===== src/rtl/fdiv_seq.sv =====
// fdiv_seq: issue/collect sequencer around the pipelined fp32 divider fdiv, with tagged in-order results
// Ports: clk, rst_n (async active-low); in_valid/in_ready/in_a/in_b/in_op/in_tag request handshake;
// div_a/div_b/div_op registered operands to fdiv, div_q its result; out_valid/out_ready/out_q/out_tag
// result handshake from the FIFO head; busy while anything is in flight or buffered.
// Optional macro FDIV_SEQ_FLUSH_EN adds a flush input that discards all in-flight and buffered results.
module fdiv_seq #(
  parameter int LATENCY = 1,
  parameter int TAG_W = 4,
  parameter int DEPTH = 4
) (
  input  logic             clk,
  input  logic             rst_n,
`ifdef FDIV_SEQ_FLUSH_EN
  input  logic             flush,
`endif
  input  logic             in_valid,
  output logic             in_ready,
  input  logic [31:0]      in_a,
  input  logic [31:0]      in_b,
  input  logic [1:0]       in_op,
  input  logic [TAG_W-1:0] in_tag,
  output logic [31:0]      div_a,
  output logic [31:0]      div_b,
  output logic [1:0]       div_op,
  input  logic [31:0]      div_q,
  output logic             out_valid,
  input  logic             out_ready,
  output logic [31:0]      out_q,
  output logic [TAG_W-1:0] out_tag,
  output logic             busy
);
  localparam int CW = $clog2(DEPTH + 1);
  localparam int PW = $clog2(DEPTH);
  localparam logic [CW-1:0] DEP = CW'(DEPTH);
  localparam logic [PW-1:0] LAST = PW'(DEPTH - 1);
  logic fl;
`ifdef FDIV_SEQ_FLUSH_EN
  assign fl = flush;
`else
  assign fl = 1'b0;
`endif
  logic [LATENCY:0] pv;
  logic [TAG_W-1:0] pt [LATENCY+1];
  logic [31:0] mq [DEPTH];
  logic [TAG_W-1:0] mt [DEPTH];
  logic [PW-1:0] wp, rp;
  logic [CW-1:0] icnt, fcnt, occ;
  logic acc, cap, pop;
  // Credits cover in-flight plus buffered work, so a capture always finds a free FIFO slot.
  assign occ = icnt + fcnt;
  assign in_ready = ~fl & (occ < DEP);
  assign busy = occ != '0;
  assign out_valid = fcnt != '0;
  assign out_q = mq[rp];
  assign out_tag = mt[rp];
  assign acc = in_valid & in_ready;
  assign cap = pv[LATENCY];
  assign pop = out_valid & out_ready & ~fl;
  always_ff @(posedge clk or negedge rst_n) begin
    if (!rst_n) begin
      div_a <= '0;
      div_b <= '0;
      div_op <= '0;
      pv <= '0;
      wp <= '0;
      rp <= '0;
      icnt <= '0;
      fcnt <= '0;
      for (int i = 0; i <= LATENCY; i++) pt[i] <= '0;
      for (int i = 0; i < DEPTH; i++) begin
        mq[i] <= '0;
        mt[i] <= '0;
      end
    end else if (fl) begin
      pv <= '0;
      wp <= '0;
      rp <= '0;
      icnt <= '0;
      fcnt <= '0;
    end else begin
      if (acc) begin
        div_a <= in_a;
        div_b <= in_b;
        div_op <= in_op;
      end
      pv <= {pv[LATENCY-1:0], acc};
      pt[0] <= in_tag;
      for (int i = 1; i <= LATENCY; i++) pt[i] <= pt[i-1];
      if (cap) begin
        mq[wp] <= div_q;
        mt[wp] <= pt[LATENCY];
        wp <= (wp == LAST) ? '0 : wp + 1'b1;
      end
      if (pop) rp <= (rp == LAST) ? '0 : rp + 1'b1;
      icnt <= icnt + CW'(acc) - CW'(cap);
      fcnt <= fcnt + CW'(cap) - CW'(pop);
    end
  end
endmodule


===== config.mk =====
export PLATFORM = sky130hd
export DESIGN_NAME = fdiv_seq
export DESIGN_NICKNAME = d
export VERILOG_FILES = /design/src/rtl/fdiv_seq.sv
export SDC_FILE = /design/constraint.sdc
export NUM_CORES = 1
export LEC_CHECK = 0
export CAP_MARGIN = 30
export CORE_UTILIZATION = 50
export CTS_BUF_LIST = sky130_fd_sc_hd__clkbuf_16
export DETAILED_ROUTE_END_ITERATION = 16
export PLACE_DENSITY = 0.85
export SYNTH_ARGS = -nofsm -noshare
export SYNTH_HDL_FRONTEND = slang
export SYNTH_SLANG_ARGS = --single-unit
export TNS_END_PERCENT = 20

===== constraint.sdc =====
create_clock -name clk -period 8.4 [get_ports clk]
set_clock_uncertainty 0.1 [all_clocks]
set_input_delay 1.68 -clock clk [delete_from_list [all_inputs] [get_ports clk]]
set_output_delay 1.68 -clock clk [all_outputs]
set_load 0.02 [all_outputs]

==> results of run 1 <==
==> worst paths after layout <==
| check | from | to | slack [ns] |
|---|---|---|---|
| worst max register to register | icnt[0] | div_b[0] | 5.67 |
| worst min register to register | pt[4] | pt[0] | 0.24 |
| min in group asynchronous | rst_n | mq[114] | 1.17 |
| worst min-delay path | pt[4] | pt[0] | 0.24 |
| worst max-delay path | rp[0] | out_q[31] | 3.84 |
| max in group asynchronous | rst_n | mq[127] | 5.57 |
==> cell type report <==
type	count	area (µm²)	area share
Clock buffer	25	625.6	0.04936
Clock inverter	16	127.6	0.01007
Inverter	11	41.29	0.003258
Multi-Input combinational cell	281	3596	0.2837
Sequential cell	230	5758	0.4543
Tap cell	234	292.8	0.02310
Timing Repair Buffer	218	2232	0.1761
==> layout by cell type, fill, tap and decap left out, drive strengths merged <==
| master | synthesis | routed |
|---|---|---|
| buf | 27 | 9 |
| bufinv | 0 | 2 |
| clkbuf | 1 | 25 |
| clkdlybuf4s50 | 0 | 209 |
| clkinv | 0 | 9 |
| clkinvlp | 0 | 2 |
| dfrtp | 230 | 230 |
| fa | 3 | 3 |
| ha | 10 | 10 |
| inv | 11 | 14 |
| mux2 | 212 | 212 |
| mux4 | 36 | 36 |
| nand2 | 9 | 9 |
| nor2 | 3 | 3 |
| o21ai | 2 | 2 |
| or3 | 1 | 1 |
| xnor2 | 2 | 2 |
| xnor3 | 1 | 1 |
| xor2 | 2 | 2 |
==> power by group through the flow <==
stage / Sequential, mW / Clock [mW] / Combinational (mW)
after CTS: 2.05 / 1.05 / 2.94
after detailed placement: 2.05 / 0 / 2.92
after global placement: 2.01 / 0 / 2.79
after floorplan: 2.10 / 0 / 1.77
after global routing: 2.11 / 1.09 / 3.08
final: 2.05 / 1.02 / 2.90
==> logic make-up after synthesis <==
| group | share of synthesized area |
|---|---|
| buf+inv | 0.02418 |
| compound gates | 0.001046 |
| xor+xnor | 0.006143 |
| fa+ha+maj | 0.01934 |
| simple gates | 0.006143 |
| mux | 0.3419 |
| flops | 0.6012 |
==> stage by stage <==
stage	hold WS (ns)	power, mW	cells	setup slack [ns]
after floorplan	0.2312	3.872	550	5.076
after global placement	0.2317	4.798	970	4.379
after detailed placement	0.2379	4.978	974	4.290
after CTS	0.2427	6.040	1015	3.750
after global routing	0.2415	6.277	1015	3.666
final	0.2409	5.961	1015	3.839
==> routing by layer <==
metal  share of wire  vias up  global-route usage
met5               0        -                   0
met4           0.021        0             0.05668
met3           0.080       38             0.06564
met2            0.52      209              0.3987
met1            0.38     2896              0.2689
li1                -     2430                   -
==> flip-flops by register name, indices dropped and copies added (netlist names), 3 cells and up <==
name	cells
mq	128
div_a	32
div_b	32
mt	16
pt	8
fcnt	3
icnt	3
==> out/results.txt, run 1 <==
Vias per cell: 5.491
Clk sinks: 230
Sequential-to-total area share from yosys stat: 0.6012
Clk slew on worst S/H paths: 0.06 ns
Ys Warns: 0
Final GP Congestion: 0.7601
CP max stage delay: 0.60 ns
Post-synth EDFFs: 0
Outcome: completed
CTS tree: built
Net Sw Frac: 0.3376
Initial antenna violation count: 0
Die Width: 140.4 µm
Die Y: 140.4 µm
Antenna Nets Post-Route: 0
Postcts setup bufs: 0
Worst-case reg-to-reg path depth: 6
Share of cells above drive strength 1: 0.3841
Top post-synthesis cells by area: dfrtp_1, mux2_2, mux4_2, mux2_4, ha_1
CP Class: flop to output pin
DRC errors left: 0
FMAX: 219.3 MHz
Gate power share: 0.486
Leak: 5.404 nW
Via count: 5,573
Syn-to-layout area delta: 32.39%
Setup violations, final: 0
Arr. time, crit path: 2.78 ns
CP bufs+invs: 2
Maximum vdd ir drop: 0.2847 mV
Instance count on the critical path: 3
Worst hold path depth: 0
Post-DR wirelength/cell: 21.12 µm
Die area: 0.01970 mm²
Most frequent cell after synthesis: dfrtp_1
Worst endpoint required time: 6.62 ns
Vias in the first global route: 6,459
Minimum clock period: 4.561 ns
Sequential Power Share: 0.343
Critical Path Fanout Max: 31
FP Rows: 50
CP Capture Type: output pin
Family with the most delay on the worst path: buffers and inverters
I/O Pins: 211
P per Cell Area: 470.3 mW/mm²
Final #Nets: 886
Gr usage total: 0.2250
Root buffer cell: clkbuf_16
# resized after CTS: 0
Asr flop ratio synth: 1.000
Synthesized cell area: 0.009573 mm²
Global route total overflow: 0
RSZ-0062 raised after global routing: no
Starting DRC count in detailed routing: 202
Worst-margin pin slew: 0.9689 ns
DRT Wirelength: 21,440 µm
Final core utilization: 0.6775
Core Footprint: 0.01871 mm²
Share of the synthesized area in the top cell type: 0.6012
H-tree depth: 1
Syn avg cell area: 17.41 µm²
Fill count: 1,266
Final hold vios: 0
Initial Util: 0.5118
Port bufs: 210
Final TNS setup: 0 ns
Cells after synthesis: 550
Worst hold path type: flop to flop
Part of the power in the clock network: 0.171
Slowest CP cell: mux4_2
Top FF cell, synth: dfrtp_1
First-pass GRT wire length: 34,420 µm
Clk buf depth: 3
Syn_nets: 669
Slew headroom: 0.3541
Max-cap violation count: 0
Crit-path cells: buf_4, mux4_2, clkdlybuf4s50_1
Critical Path Source Type: flop
Largest net degree at the start of global routing: 127
Fin area: 0.01267 mm²
Final Max Tran Viols: 0
Synth cell types: 20
Synth cell count leaders: dfrtp_1, mux2_2, mux4_2
Post-DP HPWL: 14,320 µm
Final Cycle Share: 0.5429
Inserted Clock Buffers: 25
Placement Cell Area: 0.01192 mm²
FF+latch count, synth: 230
Clk_lat worst skew: 0.50 ns
N_diodes: 0
DR pass1 iterations: 4
Pint: 3.948 mW
Post-synth top area cell: dfrtp_1
Psw: 2.012 mW
Hold Buf Count CTS: 0
Power figures use the tool's default switching activity.
==> run 2, diff against run 1 <==
- clock period: 8.4 -> 4.2 ns (I/O delays scaled with it)
==> run 2 against run 1 <==
Count of clock-buffer cells in the layout unchanged; final area about the same; flip-flop and latch count did not move; die area unchanged; sequential share of layout area about the same; largest power group unchanged; total power rose by 98%; critical endpoint is now out_q[14]; combinational power is 99% higher; final cell count grew 0.30%.
==> out/results.txt, run 2 (synthesis results as in run 1) <==
Slew headroom: 0.3353 (was 0.3541)
Starting DRC count in detailed routing: 256 (was 202)
Total power: 11.81 mW (was 5.961 mW)
Final #Nets: 887 (was 886)
Post-Layout Cell Count: 1,018 (was 1,015)
Antenna Nets Post-Route: 0 (unchanged)
Postcts setup bufs: 0 (unchanged)
DRT Wirelength: 20,440 µm (was 21,440 µm)
Critical Path Fanout Max: 26 (was 31)
Worst hold path type: flop to flop (unchanged)
Maximum vdd ir drop: 0.5940 mV (was 0.2847 mV)
Setup violations, final: 0 (unchanged)
Worst hold slack: 0.2474 ns (was 0.2409 ns)
Clk_lat worst skew: 0.50 ns (about the same)
Sequential Power Share: 0.345 (was 0.343)
# resized after CTS: 0 (unchanged)
Die area: 0.01970 mm² (unchanged)
Final hold vios: 0 (unchanged)
Gr usage total: 0.2168 (was 0.2250)
First-pass GRT wire length: 33,440 µm (was 34,420 µm)
Clk sinks: 230 (unchanged)
CTS tree: built (unchanged)
Final Cycle Share: 0.8437
Hold Buf Count CTS: 0 (unchanged)
H-tree depth: 1 (unchanged)
I/O Pins: 211 (unchanged)
Register name with the most flops: mq (unchanged)
Commonest non-fill, non-tap cells in the layout: dfrtp_1, clkdlybuf4s50_1, mux2_2, mux4_2, clkbuf_16 (unchanged)
Largest net degree at the start of global routing: 120 (was 127)
Vias per cell: 5.427 (was 5.491)
RSZ-0062 raised after global routing: no (unchanged)
P per Cell Area: 932.2 mW/mm² (was 470.3 mW/mm²)
Leak: 5.419 nW (was 5.404 nW)
Initial antenna violation count: 0 (unchanged)
Most common cell after layout, fill and taps aside: dfrtp_1 (unchanged)
Syn-to-layout area delta: 32.30% (was 32.39%)
N_diodes: 0 (unchanged)
Net Sw Frac: 0.3358 (was 0.3376)
Outcome: completed (unchanged)
Initial Util: 0.5118 (unchanged)
Max reg flops: 128 (unchanged)
Met3 GRT Util: 0.06598 (was 0.06564)
Port bufs: 210 (unchanged)
Worst-margin pin slew: 0.9970 ns (was 0.9689 ns)
CP Capture Type: output pin (unchanged)
Core Footprint: 0.01871 mm² (unchanged)
Post-DP HPWL: 13,590 µm (was 14,320 µm)
CP bufs+invs: 2 (unchanged)
Clk buf depth: 3 (unchanged)
Die Y: 140.4 µm (unchanged)
GR Util met1: 0.2645 (was 0.2689)
Die Width: 140.4 µm (unchanged)
Worst endpoint required time: 3.26 ns (was 6.62 ns)
CP max stage delay: 0.65 ns (was 0.60 ns)
Global route total overflow: 0 (unchanged)
Clk slew on worst S/H paths: 0.06 ns (about the same)
Via count: 5,525 (was 5,573)
Share of cells above drive strength 1: 0.3776 (was 0.3841)
Final Max Tran Viols: 0 (unchanged)
FP Rows: 50 (unchanged)
Critical Path Source Type: flop (unchanged)
Placed cell count: 975 (was 974)
Pint: 7.842 mW (was 3.948 mW)
Final TNS setup: 0 ns (unchanged)
Met2 Resource Use GR: 0.3797 (was 0.3987)
Vias in the first global route: 6,330 (was 6,459)
Arr. time, crit path: 2.60 ns (was 2.78 ns)
Final core utilization: 0.6771 (was 0.6775)
Minimum clock period: 3.544 ns
Biggest regs: mq: 128 flops, div_a: 32 flops, div_b: 32 flops (unchanged)
Part of the power in the clock network: 0.166 (was 0.171)
Inserted Clock Buffers: 25 (unchanged)
FMAX: 282.2 MHz
Slowest CP cell: dfrtp_2 (was mux4_2)
Psw: 3.965 mW (was 2.012 mW)
CP Class: flop to output pin (unchanged)
Root buffer cell: clkbuf_16 (unchanged)
DRC errors left: 0 (unchanged)
Family with the most delay on the worst path: buffers and inverters (unchanged)
Post-DR wirelength/cell: 20.08 µm (was 21.12 µm)
Gate power share: 0.489 (was 0.486)
DR pass1 iterations: 4 (unchanged)
Gr busiest metal: met2 (unchanged)
Crit-path cells: buf_12, mux4_2, clkdlybuf4s50_1 (was buf_4, mux4_2, clkdlybuf4s50_1)
Max-cap violation count: 0 (unchanged)
Final GP Congestion: 0.7868 (was 0.7601)
## run 2: cell types whose count changed in the layout (fill, tap and decap cells not counted), moves of 2 or more
cell	change
buf_16	-2
inv_1	+6
clkinv_2	-3
buf_12	+4
## run 2: worst register-to-register path, cell delays in order, from the launching register on
cell     delay (ns)
dfrtp_1        0.39
ha_1           0.21
fa_1           0.37
xnor3_2        0.28
nand2_4        0.10
buf_4          0.72
mux2_2         0.48
## run 2: final cells by class
class / instances / area [µm²]
fill: 1230 / 6041
clock inverter: 18 / 101.3
multi-input combinational: 281 / 3596
timing repair buffer: 219 / 2250
inverter: 11 / 41.29
clock buffer: 25 / 625.6
sequential: 230 / 5758
tap: 234 / 292.8
## run 2: worst paths after layout
path | depth (start not counted) | start | to | slack, ns
min reg2reg | 0 | pv[0] | pv[1] | 0.25
max in group asynchronous | 2 | rst_n | div_b[20] | 2.69
min | 0 | pv[0] | pv[1] | 0.25
max reg2reg | 6 | icnt[0] | div_a[6] | 1.45
min in group asynchronous | 1 | rst_n | mq[112] | 0.32
max | 3 | rp[0] | out_q[14] | 0.66
## run 2: power by group through the flow
stage                     logic (mW)  registers [mW]  clock network, mW
final                           5.78            4.07               1.96
after global routing            6.12            4.21               2.10
after CTS                       5.86            4.07               2.01
after detailed placement        5.83            4.09                  0
after global placement          5.60            4.01                  0
after floorplan                 3.55            4.19                  0
## run 2: metrics by stage
stage,instance area (µm²),setup slack [ns]
floorplan,9573,1.345
global placement,11860,1.185
detailed placement,11940,1.143
CTS,12660,0.5957
global route,12660,0.5191
finish,12660,0.6563
## run 2: routing by layer
| metal | up-vias | part of all wire | routed length [µm] |
|---|---|---|---|
| li1 | 2430 | - | - |
| met1 | 2875 | 0.41 | 8314 |
| met2 | 193 | 0.50 | 10270 |
| met3 | 27 | 0.078 | 1590 |
| met4 | 0 | 0.013 | 262 |
| met5 | - | 0 | 0 |
==> run 3, diff against run 2 <==
- CORE_UTILIZATION: 50 -> 46
- PLACE_DENSITY: 0.85 -> 0.83
- clock period: 4.2 -> 3.2 ns (I/O delays scaled with it)
==> run 3 against run 2 <==
Via count increased by 0.56%; combinational power rose by 34%; critical path type unchanged; die area is 8.6% higher; final area grew 0.63%; critical path depth is the same; count of clock-buffer cells in the layout unchanged; first-iteration DRC count fell by 46%; hold slack lost 0.21 ns; sequential power rose by 29%; worst setup slack worse by 0.50 ns.
==> out/results.txt, run 3 (synthesis results as in run 1) <==
First-pass GRT wire length: 34,560 µm (was 33,440 µm)
Max reg flops: 128 (unchanged)
Fin area: 0.01274 mm² (was 0.01266 mm²)
Final #Nets: 895 (was 887)
Antenna Nets Post-Route: 0 (unchanged)
Final core utilization: 0.6278 (was 0.6771)
Initial antenna violation count: 0 (unchanged)
Core Footprint: 0.02030 mm² (was 0.01871 mm²)
Worst-margin pin slew: 0.9469 ns (was 0.9970 ns)
Root buffer cell: clkbuf_16 (unchanged)
FMAX: 329.1 MHz
Worst setup margin: 0.1610 ns (was 0.6563 ns)
Post-DP HPWL: 14,380 µm (was 13,590 µm)
Clk sinks: 230 (unchanged)
Placement Cell Area: 0.01202 mm² (was 0.01194 mm²)
Arr. time, crit path: 2.30 ns (was 2.60 ns)
Final Max Tran Viols: 0 (unchanged)
Minimum clock period: 3.039 ns
RSZ-0062 raised after global routing: no (unchanged)
I/O Pins: 211 (unchanged)
Clk buf depth: 3 (unchanged)
Vias per cell: 5.242 (was 5.427)
Family with the most delay on the worst path: buffers and inverters (unchanged)
DRT Wirelength: 21,080 µm (was 20,440 µm)
Fill count: 1,483 (was 1,230)
Biggest regs: mq: 128 flops, div_a: 32 flops, div_b: 32 flops (unchanged)
Most common cell after layout, fill and taps aside: dfrtp_1 (unchanged)
Slowest CP cell: clkdlybuf4s50_1 (was dfrtp_2)
Gr usage total: 0.2039 (was 0.2168)
Share of cells above drive strength 1: 0.3873 (was 0.3776)
Starting DRC count in detailed routing: 137 (was 256)
Clk slew on worst S/H paths: 0.06 ns (about the same)
Commonest non-fill, non-tap cells in the layout: dfrtp_1, clkdlybuf4s50_1, mux2_2, mux4_2, clkbuf_16 (unchanged)
Max-cap violation count: 0 (unchanged)
CP Capture Type: output pin (unchanged)
DRC errors left: 0 (unchanged)
CTS tree: built (unchanged)
Worst endpoint required time: 2.46 ns (was 3.26 ns)
DR pass1 iterations: 4 (unchanged)
Reg area: 0.005761 mm² (was 0.005758 mm²)
Port bufs: 210 (unchanged)
Largest net degree at the start of global routing: 89 (was 120)
Slew headroom: 0.3688 (was 0.3353)
P per Cell Area: 1217 mW/mm² (was 932.2 mW/mm²)
Post-DR wirelength/cell: 19.88 µm (was 20.08 µm)
Final GP Congestion: 0.7429 (was 0.7868)
Syn-to-layout area delta: 33.13% (was 32.30%)
Maximum vdd ir drop: 0.7175 mV (was 0.5940 mV)
CP Class: flop to output pin (unchanged)
Die area: 0.02139 mm² (was 0.01970 mm²)
CP bufs+invs: 2 (unchanged)
H-tree depth: 1 (unchanged)
Placement Setup Slack: 0.4193 ns (was 1.143 ns)
Crit-path cells: buf_12, mux4_2, clkdlybuf4s50_1 (unchanged)
CP max stage delay: 0.55 ns (was 0.65 ns)
N_diodes: 0 (unchanged)
Outcome: completed (unchanged)
Worst hold path type: input pin to asynchronous set/reset pin (was flop to flop)
Setup violations, final: 0 (unchanged)
Final TNS setup: 0 ns (unchanged)
Die Y: 146.3 µm (was 140.4 µm)
Critical Path Source Type: flop (unchanged)
Register name with the most flops: mq (unchanged)
Die Width: 146.3 µm (was 140.4 µm)
Clk_lat worst skew: 0.51 ns (was 0.50 ns)
Multi-input gate area: 0.003596 mm² (unchanged)
Worst hold slack: 0.03725 ns (was 0.2474 ns)
Final Cycle Share: 0.9497
Leak: 5.433 nW (was 5.419 nW)
Inserted Clock Buffers: 25 (unchanged)
Hold Buf Count CTS: 0 (unchanged)
FP Rows: 52 (was 50)
Via count: 5,556 (was 5,525)
Vias in the first global route: 6,494 (was 6,330)
Global route total overflow: 0 (unchanged)
Final hold vios: 0 (unchanged)
Critical Path Fanout Max: 17 (was 26)
Initial Util: 0.4716 (was 0.5118)
## run 3: where the power goes
group          switching (mW)  total, mW  internal (mW)
Clock                    1.10       2.51           1.40
Sequential              0.846       5.26           4.41
Combinational            3.32       7.75           4.43
Total                    5.27       15.5           10.2
## run 3: path summary, 6_finish.rpt
path	cells after the start	startpoint	slack (ns)	end
setup / recovery	3	rp[0]	0.16	out_q[5]
hold / removal	1	rst_n	0.04	mq[112]
setup reg to reg	6	icnt[0]	0.43	div_b[30]
hold reg to reg	0	pt[4]	0.25	pt[0]
max in group asynchronous	2	rst_n	2.16	mq[34]
min in group clk	0	pt[4]	0.25	pt[0]
## run 3: cell type report
class                   count  area share
clock inverters            16    0.005989
multi-input cells         281      0.2822
inverters                  11    0.003240
flip-flops and latches    230      0.4520
repair buffers            227      0.1810
well taps                 270     0.02651
clock buffers              25     0.04909
## run 3: worst reg2reg max path: stages (launching register included)
cell and delay, ns:
dfrtp_1 0.39, ha_1 0.22, fa_1 0.38, xnor3_2 0.28
nand2_4 0.09, buf_4 0.72, mux2_2 0.46
## run 3: per-stage QoR
stage | power (mW) | std cells
final | 15.51 | 1060
after global routing | 16.34 | 1060
after CTS | 15.69 | 1060
after detailed placement | 13.10 | 1016
after global placement | 12.69 | 1016
after floorplan | 10.16 | 550
## run 3: timing repair
item,in CTS,in global routing
resized for setup,3,0
buffers inserted,3,0
endpoints found under the setup margin,30,0
## run 3: metal layers
metal  wire length [µm]  vias to the layer above  global-route usage
met3               1582                       35             0.06219
met4                517                        0             0.05625
met2              10730                      191              0.3624
met1               8249                     2894              0.2381
li1                   -                     2436                   -
met5                  0                        -                   0
